<file path="src/rtl/seq_alu.sv">
// seq_alu: multi-cycle ALU (add/sub/mul/udiv/umod) behind a valid/ready handshake.
// Define SEQ_ALU_SIGNED_DIV_EN to enable signed div/mod on ops 101/110.
module seq_alu #(
    parameter int unsigned WIDTH = 32,
    parameter int unsigned CNT_W = $clog2(WIDTH) + 1
) (
    input  logic             clk,
    input  logic             rst_n,
    input  logic             in_valid,
    output logic             in_ready,
    input  logic [2:0]       op,
    input  logic [WIDTH-1:0] a,
    input  logic [WIDTH-1:0] b,
    output logic             out_valid,
    input  logic             out_ready,
    output logic [WIDTH-1:0] result,
    output logic             flag_z,
    output logic             flag_n,
    output logic             flag_c,
    output logic             flag_v,
    output logic             flag_dz,
    output logic             flag_err
);

    typedef enum logic [1:0] {IDLE, BUSY, DONE} state_e;
    typedef enum logic [2:0] {
        OP_ADD  = 3'b000,
        OP_SUB  = 3'b001,
        OP_MUL  = 3'b010,
        OP_UDIV = 3'b011,
        OP_UMOD = 3'b100,
        OP_SDIV = 3'b101,
        OP_SMOD = 3'b110,
        OP_ILL  = 3'b111
    } op_e;

    state_e             state_q, state_d;
    logic [CNT_W-1:0]   cnt_q;
    logic [WIDTH-1:0]   quot_q, rem_q, dvsr_q;
    logic               is_mod_q;

    logic               accept, div_op, is_mod, start_div;
    logic [WIDTH:0]     sum, diff, trial;
    logic [WIDTH-1:0]   fast_res, a_mag, b_mag, div_res;
    logic               fast_c, fast_v, fast_dz, fast_err, div_v;

    assign in_ready  = (state_q == IDLE) || ((state_q == DONE) && out_ready);
    assign out_valid = (state_q == DONE);
    assign accept    = in_valid && in_ready;
    assign is_mod    = (op == OP_UMOD) || (op == OP_SMOD);

`ifdef SEQ_ALU_SIGNED_DIV_EN
    localparam logic [WIDTH-1:0] MIN_VAL = {1'b1, {(WIDTH-1){1'b0}}};
    logic sgn_op, a_neg, b_neg, ovf;
    logic neg_q_q, neg_r_q, ovf_q;

    assign div_op  = (op == OP_UDIV) || (op == OP_UMOD) || (op == OP_SDIV) || (op == OP_SMOD);
    assign sgn_op  = (op == OP_SDIV) || (op == OP_SMOD);
    assign a_neg   = sgn_op && a[WIDTH-1];
    assign b_neg   = sgn_op && b[WIDTH-1];
    assign a_mag   = a_neg ? -a : a;
    assign b_mag   = b_neg ? -b : b;
    assign ovf     = sgn_op && (a == MIN_VAL) && (b == '1);
    // Quotient truncates toward zero; remainder follows the dividend's sign.
    assign div_res = is_mod_q ? (neg_r_q ? -rem_q : rem_q) : (neg_q_q ? -quot_q : quot_q);
    assign div_v   = ovf_q;

    always_ff @(posedge clk or negedge rst_n) begin
        if (!rst_n) begin
            neg_q_q <= 1'b0;
            neg_r_q <= 1'b0;
            ovf_q   <= 1'b0;
        end else if (accept && start_div) begin
            neg_q_q <= a_neg ^ b_neg;
            neg_r_q <= a_neg;
            ovf_q   <= ovf;
        end
    end
`else
    assign div_op  = (op == OP_UDIV) || (op == OP_UMOD);
    assign a_mag   = a;
    assign b_mag   = b;
    assign div_res = is_mod_q ? rem_q : quot_q;
    assign div_v   = 1'b0;
`endif

    always_comb begin
        sum       = {1'b0, a} + {1'b0, b};
        diff      = {1'b0, a} - {1'b0, b};
        fast_res  = '0;
        fast_c    = 1'b0;
        fast_v    = 1'b0;
        fast_dz   = 1'b0;
        fast_err  = 1'b0;
        start_div = 1'b0;
        if (div_op) begin
            if (b == '0) begin
                fast_dz  = 1'b1;
                fast_res = is_mod ? a : '1;
            end else begin
                start_div = 1'b1;
            end
        end else begin
            case (op_e'(op))
                OP_ADD: begin
                    fast_res = sum[WIDTH-1:0];
                    fast_c   = sum[WIDTH];
                    fast_v   = (a[WIDTH-1] == b[WIDTH-1]) && (sum[WIDTH-1] != a[WIDTH-1]);
                end
                OP_SUB: begin
                    fast_res = diff[WIDTH-1:0];
                    fast_c   = diff[WIDTH];
                    fast_v   = (a[WIDTH-1] != b[WIDTH-1]) && (diff[WIDTH-1] != a[WIDTH-1]);
                end
                OP_MUL:  fast_res = a * b;
                default: fast_err = 1'b1;
            endcase
        end
    end

    // Sign bit of the trial subtraction selects restore vs. keep.
    assign trial = {rem_q, quot_q[WIDTH-1]} - {1'b0, dvsr_q};

    always_comb begin
        state_d = state_q;
        case (state_q)
            IDLE: if (in_valid) state_d = start_div ? BUSY : DONE;
            BUSY: if (cnt_q == '0) state_d = DONE;
            DONE: begin
                if (out_ready) begin
                    if (in_valid) state_d = start_div ? BUSY : DONE;
                    else          state_d = IDLE;
                end
            end
            default: state_d = IDLE;
        endcase
    end

    always_ff @(posedge clk or negedge rst_n) begin
        if (!rst_n) begin
            state_q  <= IDLE;
            cnt_q    <= '0;
            quot_q   <= '0;
            rem_q    <= '0;
            dvsr_q   <= '0;
            is_mod_q <= 1'b0;
            result   <= '0;
            flag_z   <= 1'b0;
            flag_n   <= 1'b0;
            flag_c   <= 1'b0;
            flag_v   <= 1'b0;
            flag_dz  <= 1'b0;
            flag_err <= 1'b0;
        end else begin
            state_q <= state_d;
            if (accept) begin
                if (start_div) begin
                    quot_q   <= a_mag;
                    rem_q    <= '0;
                    dvsr_q   <= b_mag;
                    cnt_q    <= CNT_W'(WIDTH);
                    is_mod_q <= is_mod;
                end else begin
                    result   <= fast_res;
                    flag_z   <= (fast_res == '0);
                    flag_n   <= fast_res[WIDTH-1];
                    flag_c   <= fast_c;
                    flag_v   <= fast_v;
                    flag_dz  <= fast_dz;
                    flag_err <= fast_err;
                end
            end else if (state_q == BUSY) begin
                if (cnt_q != '0) begin
                    cnt_q  <= cnt_q - CNT_W'(1);
                    quot_q <= {quot_q[WIDTH-2:0], ~trial[WIDTH]};
                    rem_q  <= trial[WIDTH] ? {rem_q[WIDTH-2:0], quot_q[WIDTH-1]} : trial[WIDTH-1:0];
                end else begin
                    result   <= div_res;
                    flag_z   <= (div_res == '0);
                    flag_n   <= div_res[WIDTH-1];
                    flag_c   <= 1'b0;
                    flag_v   <= div_v;
                    flag_dz  <= 1'b0;
                    flag_err <= 1'b0;
                end
            end
        end
    end

endmodule

</file>
<file path="config.mk">
export PLATFORM = sky130hd
export DESIGN_NAME = seq_alu
export DESIGN_NICKNAME = d
export VERILOG_FILES = /design/src/rtl/seq_alu.sv
export SDC_FILE = /design/constraint.sdc
export NUM_CORES = 2
export LEC_CHECK = 0
export CAP_MARGIN = 20
export CORE_MARGIN = 2
export CORE_UTILIZATION = 40
export CTS_CLUSTER_DIAMETER = 100
export CTS_CLUSTER_SIZE = 28
export DETAILED_ROUTE_END_ITERATION = 8
export HOLD_SLACK_MARGIN = 0.05
export PLACE_DENSITY = 0.57
export SLEW_MARGIN = 20
export SYNTH_ARGS = -nofsm -noshare
export SYNTH_HDL_FRONTEND = slang
export SYNTH_SLANG_ARGS = --single-unit
</file>
<file path="constraint.sdc">
create_clock -name clk -period 7.95 [get_ports clk]
set_clock_uncertainty 0.2 [all_clocks]
set_input_delay 1.59 -clock clk [delete_from_list [all_inputs] [get_ports clk]]
set_output_delay 1.59 -clock clk [all_outputs]
set_load 0.03 [all_outputs]
</file>
==> flow_summary.json <==
{
  "vias_per_cell": 5.423,
  "antennaDiodeCount": 0,
  "maxCapViolCount": 0,
  "startpoint_type": "input pin",
  "cts_root_buf": "clkbuf_16",
  "layout.nets": 4483,
  "io_buffers": 110,
  "syn_inst": 3397,
  "ys_types": 94,
  "wire_per_inst_um": 22.59,
  "worst_pin_slew_ns": 1.118,
  "htreeDepth": 4,
  "holdPathEnd": "result[0]",
  "finalHoldViolations": 0,
  "min_path_cells": 2,
  "met1_usage_pct": 40.81,
  "cts_tree": "yes",
  "slew_viol_final": 0,
  "grt_max_degree": 99,
  "min_period_over_period_pct": 106.2,
  "drive_gt1_share_pct": 21.94,
  "drtAntennaViolNets": 0,
  "violations": "setup timing",
  "synth_nets": 4100,
  "io_pins": 111,
  "cp.arrival_ns": 8.58,
  "slowest_stage": "fa_1",
  "final_cells": 4733,
  "crit_buf_inv": 5,
  "crit_type": "in -> reg",
  "die_area_sq_mm": 0.07319,
  "grt_usage_pct": 29.56,
  "via_count": 25670,
  "std_cell_rows": 97,
  "r2r_slack_ns": 3.38,
  "worst-path-max-fanout": 6,
  "pre_cts_ws_ns": -1.662,
  "syn_to_final_growth_pct": 28.03,
  "max-slew-margin-rel_pct": 25.29,
  "first_global_vias": 26380,
  "hold_path_startpoint": "result[0]",
  "place_inst": 4629,
  "drt_iter0_markers": 1894,
  "r2r_start": "quot_q[31]",
  "clockBufferDepth": 2,
  "synthesis.area_sq_mm": 0.02842,
  "synth-seq-cells": 142,
  "worstPathRequired_ns": 8.09,
  "fin_ws_ns": -0.4918,
  "clk_latency_ns": 0.43,
  "multiInputGateArea_sq_mm": 0.02374,
  "status": "finished, violations left",
  "regArea_sq_mm": 0.003555,
  "numCtsBuffers": 17,
  "slowest_delay_ns": 0.57,
  "fin_crit_ns": 8.442,
  "use_met2_pct": 47.64,
  "yosysWarnings": 0,
  "gp_congestion": 0.9528,
  "grt_antenna_before_repair": 1,
  "whs_ns": 0.2859,
  "setup_viol": 15,
  "hpwl_mm": 83.56,
  "met3_usage_pct": 3.772,
  "synth_flop_cell": "dfrtp_1",
  "drtPass1Iterations": 5,
  "final_core_util_pct": 51.86,
  "final_common_cell": "inv_1",
  "critical_path.top_delay_family": "adder cells",
  "start_util_pct": 40.51,
  "grt-ovfl-total": 0,
  "ys_seq_area_share_pct": 12.50,
  "ff2ff_path_depth": 16,
  "drc": 0,
  "die_height_um": 270.5,
  "crit_top_cell": "fa_1",
  "rsz0062_at_grt": "yes",
  "layout_common_cells": "inv_1, nand2_1, fa_1",
  "clkSinkCount": 142,
  "fp.dieW_um": 270.5,
  "synth_area_per_cell_sq_um": 8.365,
  "wl_mm": 106.9,
  "grt_pass1_wl_mm": 164.9,
  "ys_async_sr_fraction_pct": 100.0,
  "r2r_end": "rem_q[24]",
  "clkTransAtPathRegs_ns": 0.06,
  "synth_edf_count": 0,
  "fp.coreArea_sq_mm": 0.07015,
  "fmax_mhz": 118.5,
  "hold_path_class": "reg -> reg",
  "grt.busiest_layer": "met2",
  "nFillCells": 6716,
  "end_kind": "register"
}
-- per-layer routing --
layer | part of all wire (%) | wire (um) | vias up
li1 | - | - | 11740
met1 | 43 | 46180 | 12850
met2 | 47 | 49740 | 872
met3 | 6.1 | 6491 | 206
met4 | 4.2 | 4491 | 0
met5 | 0 | 0 | -
-- synthesized netlist by cell type (20+ instances only) --
cell type	instances	area, sq um
nand2b_1	24	150.1
a21oi_1	139	695.7
fa_1	411	8228
nand3_1	24	120.1
o31ai_1	20	150.1
and2_1	282	1764
dfrtp_1	142	3553
clkbuf_1	167	626.9
nor2_1	134	503.0
a22oi_1	34	255.2
o21ai_0	178	890.9
nand2_1	470	1764
nor4_1	26	162.7
mux2i_1	45	450.4
nor3_1	48	240.2
a21o_1	28	210.2
a211oi_1	21	157.7
xnor2_1	99	867.1
ha_1	221	2765
o21ai_1	32	160.2
inv_1	504	1892
xor2_1	40	350.3
o21a_1	24	180.2
-- timing repair --
action	in CTS	in global routing
pin swaps	168	133
endpoints found under the setup margin	20	20
buffers inserted	49	28
gates resized for setup	380	174
gates cloned	13	2
hold buffers	0	0
-- per-stage QoR --
stage | setup TNS (ns) | cell area, sq um
finish | -3.389 | 36380
global route | -5.832 | 36380
CTS | -3.297 | 35720
detailed placement | -23.45 | 33440
global placement | -22.82 | 33440
floorplan | -1.259 | 28830
-- worst max path at each step --
stage,to,slack [ns],depth (start not counted),from
after floorplan,flag_z,-0.41,27,a[2]
after global placement,flag_z,-1.51,25,a[17]
after detailed placement,flag_z,-1.66,25,a[17]
after CTS,result[31],-0.47,26,b[2]
after global routing,flag_z,-0.72,27,b[2]
final,flag_z,-0.49,27,b[2]
-- cells by family after synthesis --
family,count (synthesis),synth area share [%]
fa+ha+maj,632,38.69
compound gates,633,14.44
mux,54,1.942
simple gates,1102,18.82
xor+xnor,140,4.342
flops,142,12.50
buf+inv,694,9.264
-- flip-flops by register name (all words and copies together) (netlist names) --
name / flops
cnt_q: 6
dvsr_q: 32
flag_c: 1
flag_dz: 1
flag_err: 1
flag_v: 1
flag_z: 1
is_mod_q: 1
quot_q: 32
rem_q: 32
result: 32
state_q: 2
-- final cells by class --
class / instances / share of cell area, %
Multi-Input combinational cell: 2561 / 65.25
Timing Repair Buffer: 552 / 14.82
Sequential cell: 142 / 9.771
Inverter: 506 / 5.221
Tap cell: 940 / 3.233
Clock buffer: 20 / 1.200
Clock inverter: 12 / 0.5021
-- worst reg2reg max path: cells and delay by family (launching register included) --
kind / cells / cell delay [ns]
buffers and inverters: 2 / 0.58
AOI/OAI and AO/OA: 9 / 2.20
and+or+nand+nor: 2 / 0.21
xor gates and xnor gates: 1 / 0.41
DFF: 1 / 0.41
adders and majority gates: 2 / 0.42
Power is left out: the tool's default activity adds up to more than one toggle a clock period on the data nets, which glitch-free logic cannot reach.
